===== src/rtl/vga_pkg.sv =====
// Shared VGA raster constants and the coordinate type used by the timing
// generator, colour mapper and bar logic.
package vga_pkg;

    // Default 640x480@60 geometry, in pixels and lines
    localparam int unsigned H_VISIBLE = 640;
    localparam int unsigned H_FRONT   = 16;
    localparam int unsigned H_SYNC    = 96;
    localparam int unsigned H_BACK    = 48;
    localparam int unsigned V_VISIBLE = 480;
    localparam int unsigned V_FRONT   = 10;
    localparam int unsigned V_SYNC    = 2;
    localparam int unsigned V_BACK    = 33;

    localparam int unsigned H_TOTAL = H_VISIBLE + H_FRONT + H_SYNC + H_BACK;
    localparam int unsigned V_TOTAL = V_VISIBLE + V_FRONT + V_SYNC + V_BACK;

    typedef logic [9:0] coord_t;

    // True when lo <= v < hi
    function automatic logic in_window(coord_t v, coord_t lo, coord_t hi);
        return (v >= lo) && (v < hi);
    endfunction

endpackage


===== src/rtl/pixel_ce_div.sv =====
// Pixel clock-enable divider: one-Clk pix_ce pulse every CLK_DIV cycles.
module pixel_ce_div
    import vga_pkg::*;
#(
    parameter int unsigned CLK_DIV = 2
) (
    input  logic Clk,
    input  logic Reset,
    output logic pix_ce
);

    localparam int unsigned DW = (CLK_DIV > 1) ? $clog2(CLK_DIV) : 1;
    localparam logic [DW-1:0] LAST = DW'(CLK_DIV - 1);

    logic [DW-1:0] div_q;

    // Free-running 0..CLK_DIV-1 counter; with CLK_DIV=1 it stays at 0
    always_ff @(posedge Clk or negedge Reset) begin
        if (!Reset) begin
            div_q <= '0;
        end else if (div_q == LAST) begin
            div_q <= '0;
        end else begin
            div_q <= div_q + 1'b1;
        end
    end

    // Reset gating keeps pix_ce low in reset even when CLK_DIV=1 holds it high
    always_comb begin
        pix_ce = Reset && (div_q == LAST);
    end

endmodule


===== src/rtl/vga_timing_gen.sv =====
// Raster scan generator: DrawX/DrawY counters, registered hs/vs/display_en
// decode and line/frame start pulses, advanced by a pixel clock-enable.
module vga_timing_gen
    import vga_pkg::*;
#(
    parameter int unsigned CLK_DIV   = 2,
    parameter int unsigned H_VISIBLE = vga_pkg::H_VISIBLE,
    parameter int unsigned H_FRONT   = vga_pkg::H_FRONT,
    parameter int unsigned H_SYNC    = vga_pkg::H_SYNC,
    parameter int unsigned H_BACK    = vga_pkg::H_BACK,
    parameter int unsigned V_VISIBLE = vga_pkg::V_VISIBLE,
    parameter int unsigned V_FRONT   = vga_pkg::V_FRONT,
    parameter int unsigned V_SYNC    = vga_pkg::V_SYNC,
    parameter int unsigned V_BACK    = vga_pkg::V_BACK,
    parameter bit          SYNC_NEG  = 1'b1
) (
    input  logic       Clk,
    input  logic       Reset,
    output logic       pix_ce,
    output logic [9:0] DrawX,
    output logic [9:0] DrawY,
    output logic       hs,
    output logic       vs,
    output logic       display_en,
    output logic       line_start,
    output logic       frame_start
);

    localparam coord_t H_LAST = coord_t'(H_VISIBLE + H_FRONT + H_SYNC + H_BACK - 1);
    localparam coord_t V_LAST = coord_t'(V_VISIBLE + V_FRONT + V_SYNC + V_BACK - 1);
    localparam coord_t H_VIS  = coord_t'(H_VISIBLE);
    localparam coord_t V_VIS  = coord_t'(V_VISIBLE);
    localparam coord_t HS_LO  = coord_t'(H_VISIBLE + H_FRONT);
    localparam coord_t HS_HI  = coord_t'(H_VISIBLE + H_FRONT + H_SYNC);
    localparam coord_t VS_LO  = coord_t'(V_VISIBLE + V_FRONT);
    localparam coord_t VS_HI  = coord_t'(V_VISIBLE + V_FRONT + V_SYNC);

    coord_t x_q, y_q, x_d, y_d;
    logic   x_wrap, y_wrap;
    logic   hs_q, vs_q, de_q, ls_q, fs_q;

    pixel_ce_div #(
        .CLK_DIV (CLK_DIV)
    ) u_ce_div (
        .Clk    (Clk),
        .Reset  (Reset),
        .pix_ce (pix_ce)
    );

    // Next raster position; only taken on a pixel tick
    always_comb begin
        x_wrap = (x_q == H_LAST);
        y_wrap = (y_q == V_LAST);
        x_d    = x_wrap ? '0 : x_q + 1'b1;
        y_d    = y_q;
        if (x_wrap) begin
            y_d = y_wrap ? '0 : y_q + 1'b1;
        end
    end

    // Counters plus sync/enable decoded from the next position so the
    // registered outputs line up with DrawX/DrawY without extra latency
    always_ff @(posedge Clk or negedge Reset) begin
        if (!Reset) begin
            x_q  <= '0;
            y_q  <= '0;
            hs_q <= SYNC_NEG;
            vs_q <= SYNC_NEG;
            de_q <= 1'b0;
            ls_q <= 1'b0;
            fs_q <= 1'b0;
        end else begin
            ls_q <= 1'b0;
            fs_q <= 1'b0;
            if (pix_ce) begin
                x_q  <= x_d;
                y_q  <= y_d;
                hs_q <= in_window(x_d, HS_LO, HS_HI) ^ SYNC_NEG;
                vs_q <= in_window(y_d, VS_LO, VS_HI) ^ SYNC_NEG;
                de_q <= (x_d < H_VIS) && (y_d < V_VIS);
                ls_q <= x_wrap;
                fs_q <= x_wrap && y_wrap;
            end
        end
    end

    // Drive ports straight from registers
    always_comb begin
        DrawX       = x_q;
        DrawY       = y_q;
        hs          = hs_q;
        vs          = vs_q;
        display_en  = de_q;
        line_start  = ls_q;
        frame_start = fs_q;
    end

endmodule


===== config.mk =====
export PLATFORM = sky130hd
export DESIGN_NAME = vga_timing_gen
export DESIGN_NICKNAME = d
export VERILOG_FILES = /design/src/rtl/vga_pkg.sv /design/src/rtl/pixel_ce_div.sv /design/src/rtl/vga_timing_gen.sv
export SDC_FILE = /design/constraint.sdc
export NUM_CORES = 1
export LEC_CHECK = 0
export ABC_CLOCK_PERIOD_IN_PS = 2790
export BUFFER_PORTS_ARGS = -buffer_cell sky130_fd_sc_hd__buf_2
export CORE_MARGIN = 8
export CORE_UTILIZATION = 40
export CTS_BUF_LIST = sky130_fd_sc_hd__clkbuf_8 sky130_fd_sc_hd__clkbuf_16
export CTS_CLUSTER_DIAMETER = 150
export DETAILED_ROUTE_END_ITERATION = 6
export GPL_ROUTABILITY_DRIVEN = 1
export PLACE_DENSITY = 0.62
export SYNTH_ARGS = -nofsm -noshare
export SYNTH_HDL_FRONTEND = slang
export SYNTH_SLANG_ARGS = --single-unit

===== constraint.sdc =====
create_clock -name Clk -period 2.79 [get_ports Clk]
set_input_delay 0.1395 -clock Clk [delete_from_list [all_inputs] [get_ports Clk]]
set_output_delay 0.1395 -clock Clk [all_outputs]
set_load 0.03 [all_outputs]

Word level (Yosys, flattened, before mapping):

Cells that the tools add are included.

* equal/unequal tests: 2
* divide/modulo/power cells: 0
* shift operators: 0
* $lt $le $gt $ge: 6
* multipliers: 0
* add/sub/neg operators: 3
* bitwise operators: 2
* reductions and logical operators: 5
* mux-type cells: 6

Operator list (count)
* 10-bit 2-to-1 mux: 3
* 10-bit by 1-bit adder with 10-bit output, second input constant: 2
* 10-bit == test, second input constant: 2
* 10-bit < comparator, second input constant: 2
* 10-bit by 9-bit < comparator with 1-bit output, second input constant: 2
* 10-bit >= comparator, second input constant: 1
* 10-bit by 9-bit >= comparator with 1-bit output, second input constant: 1
* 1-bit logical AND: 5
* 1-bit 2-to-1 mux: 3
* 1-bit NOT: 2
* 1-bit adder, second input constant: 1

* bits in registers: 26
* logic and storage cells: 32
* bits of input ports: 2
* latch bits: 0
* memories: 0
* output and inout bits: 26
* ROM bits: 0
* RAM bits: 0

Longest topological paths before layout:

* depth in word-level cells: 6
* mapped depth: 9
* mapped depth without buffers: 8

Hierarchy:

From an unflattened synthesis, not the netlist that was laid out.

* cell total of the unflattened synthesis: 176
* area, all modules: 1640.3 µm²

Modules (own cells, without submodules)
* vga_timing_gen: seq. area each 628.1 µm², times used 1, area an instance 1605.3 µm², cells an instance 173
* pixel_ce_div: seq. area each 25.0 µm², times used 1, area an instance 35.0 µm², cells an instance 3

Worst setup path before layout:

No wires, ideal clock.

* path type: flip-flop to flip-flop
* start point: register x_q[0], in the netlist DrawX[0]
* end point: register de_q, in the netlist display_en
* clock period less this slack: 2.396 ns
* arrival: 2.320 ns
* required time: 2.714 ns
* cell stages (with the launch flop): 8
* buffers on the path: 1
* library setup time: 0.076 ns
* setup slack: 0.394 ns
* cell sequence: dfrtp_1 > ha_1 > nand4_4 > or4_1 > buf_2 > a311oi_1 > a22oi_1 > o21ai_1

* word-level cells in the longest chain between the ends: 4
* elaborated cells on any way between the ends: 7
* classes of those cells: add/sub: 1; order compare: 2; eq/ne: 1; mux: 2; reduce/logical: 1

RTL lines
* start, declared: RTL line vga_timing_gen.sv:38 `coord_t x_q, y_q, x_d, y_d;`
* start signal, assigned: RTL line vga_timing_gen.sv:65 `x_q <= '0;`
* start signal, assigned: RTL line vga_timing_gen.sv:76 `x_q <= x_d;`
* 10-bit by 1-bit adder with 10-bit output / 10-bit == test (equally long branches): RTL line vga_timing_gen.sv:54, vga_timing_gen.sv:52
* 10-bit 2-to-1 mux (on tied branches): RTL line vga_timing_gen.sv:54, vga_timing_gen.sv:56
* 10-bit < comparator / 10-bit by 9-bit < comparator with 1-bit output (equally long branches): RTL line vga_timing_gen.sv:80 `de_q <= (x_d < H_VIS) && (y_d < V_VIS);`
* 1-bit logical AND (*): RTL line vga_timing_gen.sv:80
* end signal, assigned: RTL line vga_timing_gen.sv:80
* end, declared: RTL line vga_timing_gen.sv:40 `logic hs_q, vs_q, de_q, ls_q, fs_q;`

Every way passes the cells marked *; elsewhere a longest branch is shown, timed or not.
A chain may end at the register's enable or synchronous reset.

Worst setup path after layout:

Ends and elaborated chain as after synthesis.

==> summary.md <==
| Metric | Value |
|---|---|
| Status | `completed` |
| Max cap viols | `0` |
| Synth cell types | `49` |
| Unrepaired setup endpoints after global routing | `no` |
| Worst EP required | `roughly 3 ns` |
| Final Cell Area | `about 1900 um^2` |
| CTS Hold Bufs | `1` |
| Final wirelength | `slightly below 4 mm` |
| CTS resizes | `0` |
| Worst hold slack | `0.387 ns` |
| Final worst path period share | `between 80% and 90%` |
| Layout area overhead | `13.7%` |
| Residual DRC | `0` |
| Syn Area/Cell | `between 8 and 9 um^2` |
| Sequential fraction of the synthesis area | `approximately two fifths` |
| EDFF count, synth | `0` |
| Die width | `between 80 and 90 um` |
| Final #Nets | `218` |
| Gate Count Post-Synth | `~180` |
| R2R Setup Slk | `approximately 0.30 ns` |
| Critical path type | `reg2reg` |
| Overflow left after global routing | `0` |
| Comb power frac | `a little over a fifth` |
| Post-synth top area cell | `dfrtp_1` |
| Leakage | `between 0.8 and 0.9 nW` |
| N_diodes | `0` |
| Total CTS buffers | `3` |
| Synth Warn # | `0` |
| Final cell count without fillers | `between 200 and 300` |
| Initial antenna violation count | `0` |
| CP arrival | `2.70 ns` |
| Min cycle time layout | `roughly 2.5 ns` |
| Starting Density | `about 41%` |
| Vias per cell | `5.36` |
| Placed cell count | `256` |
| Die Ht | `between 80 and 90 um` |
| Share of layout cells above drive strength 1 | `22.3%` |
| Clock transition at path regs | `around 0.09 ns` |
| Port Buffers | `27` |
| Worst-path fanout max | `8` |
| Pwr dens | `between 400 and 500 nW/um^2` |
| Dpl hpwl | `about 2.9 mm` |
| Worst vdd ir | `371 uV` |
| Worst slew pin tran | `around 0.44 ns` |
| Share of power burned in registers | `50.7%` |
| Routed Antenna Nets | `0` |
| Yosys reg bits | `26` |
| Vias | `between 1000 and 1500` |
| Drt wl/cell | `15.1 um` |
| P_int | `~0.6 mW` |
| Core area | `~4000 um^2` |
| NetSw | `around 0.32 mW` |
| Max-slew headroom | `70.2%` |
| Max-slew violation count | `0` |
| H-tree depth | `1` |
| Switch share | `34.8%` |
| TritonRoute pass-1 iters | `4` |
| Final setup violation count | `0` |
| Vias in the first global route | `roughly 1400` |
| Clock skew | `0.00299 ns` |
| Global Route Usage Sum | `a little over an eighth` |
| Cell area after placement | `between 1500 and 2000 um^2` |
| Max Buffers Root-to-Sink | `2` |
| Largest net degree at the start of global routing | `27` |
| DIE AREA | `6400 um^2` |
| Placer Congestion | `around 0.79` |
| Clk network pwr share | `around 28%` |
| Post-layout util | `a little under half` |
| Num Clock Sinks | `26` |
| Cell Rows | `23` |
| Most frequent cells in the layout | `nand2_1 (27), buf_2 (27), dfrtp_1 (24), o21ai_0 (18), nor2_1 (14)` |
| Root buf cell | `clkbuf_8` |
| CP Launch Type | `register` |
| First DRT Iteration DRCs | `roughly 120` |
| TritonCTS clock tree | `yes` |
| Fmax | `402 MHz` |
| CP Capture Type | `register` |
| Insertion delay to the later sink of the worst-skew pair | `between 0.2 and 0.3 ns` |
| First-pass GRT wire length | `6.84 mm` |
| Worst Hold Class | `in2async` |
| Synth Net Count | `190` |
| Synth top area cells | `dfrtp_1 (37%), nand2_1 (6.2%), o21ai_0 (5.5%)` |
| Post CTS Setup Buffer Count | `0` |
| # IOs | `28` |
| Final Hold Fails | `0` |
| Mapped cell area | `1640 um^2` |
| Synth top area share | `between 30% and 40%` |
| Setup TNS Final | `0 ns` |
| Ys async rst share | `100%` |
| Top FF cell, synth | `dfrtp_1` |
[routing by layer]
| metal | share of wire (%) | wire (um) | global-route usage (%) | vias to the layer above |
|---|---|---|---|---|
| met2 | 47 | 1860 | 21.9 | 31 |
| met1 | 46 | 1810 | 16.1 | 656 |
| met5 | 0 | 0 | 0 | - |
| met3 | 6.0 | 237 | 3.83 | 6 |
| li1 | - | - | - | 707 |
| met4 | 1.0 | 40 | 4.55 | 0 |
[cell families after synthesis]
family	count (synthesis)	synth area share, %
adders and majority gates	4	3.05
DFF	26	39.8
and+or+nand+nor	85	29.6
xor gates and xnor gates	10	5.34
buffers and inverters	17	6.18
AOI/OAI and AO/OA	42	16.0
[layout make-up]
| type | instances | area [um^2] |
|---|---|---|
| Tap cell | 50 | 62.6 |
| Multi-Input combinational cell | 141 | 885 |
| Inverter | 7 | 26.3 |
| Clock buffer | 4 | 55.1 |
| Timing Repair Buffer | 33 | 183 |
| Fill cell | 402 | 2110 |
| Sequential cell | 26 | 653 |
[metrics by stage]
| step | total power, mW | setup slack, ns |
|---|---|---|
| 4_1_cts | 0.921 | 0.289 |
| 2_1_floorplan | 0.600 | 0.394 |
| 6_report | 0.912 | 0.302 |
| 5_1_grt | 0.961 | 0.141 |
| 3_5_place_dp | 0.667 | 0.319 |
| 3_3_place_gp | 0.666 | 0.460 |
[registers in the layout, summed over array words and instances, names as in the netlist]
signal	cells
DrawX	10
DrawY	10
display_en	1
frame_start	1
hs	1
line_start	1
u_ce_div.div_q	1
vs	1
[critical path, cell delays in order (launching register included)]
cell,delay [ns]
dfrtp_1,0.43
ha_1,0.33
nand4_4,0.19
or4_1,0.67
a311oi_1,0.50
a22oi_1,0.17
o21ai_1,0.14
[power groups by stage]
stage / Sequential, mW / Clock [mW] / Combinational, mW
2_1_floorplan: 0.517 / 0 / 0.0823
3_3_place_gp: 0.468 / 0 / 0.198
3_5_place_dp: 0.468 / 0 / 0.199
4_1_cts: 0.462 / 0.259 / 0.200
5_1_grt: 0.469 / 0.276 / 0.216
6_report: 0.462 / 0.253 / 0.197
[synthesized netlist by cell type, types with 2 or more instances]
cell and instances:
nor4_2 2, nor3_1 3, ha_1 4, o21ai_0 18
nor4_1 2, or4_1 2, o22ai_1 2, nand3_1 11
dfstp_2 2, clkbuf_1 3, buf_6 2, xnor2_1 7
nor2_1 14, nand2_1 27, xor2_1 3, nand2b_1 3
and2_1 2, a21oi_1 5, and3_1 3, o31ai_1 7
inv_1 6, dfrtp_1 24, nand4_1 5, a31oi_1 2
[final timing paths]
| check | startpoint | to | depth (start not counted) |
|---|---|---|---|
| max in group asynchronous | Reset | hs | 3 |
| hold / removal | Reset | DrawY[1] | 3 |
| setup reg to reg | DrawX[0] | display_en | 6 |
| min in group Clk | u_ce_div.div_q | u_ce_div.div_q | 1 |
| hold reg to reg | u_ce_div.div_q | u_ce_div.div_q | 1 |
| setup / recovery | DrawX[0] | display_en | 6 |
Note: power is estimated with default switching activity, not from simulation.
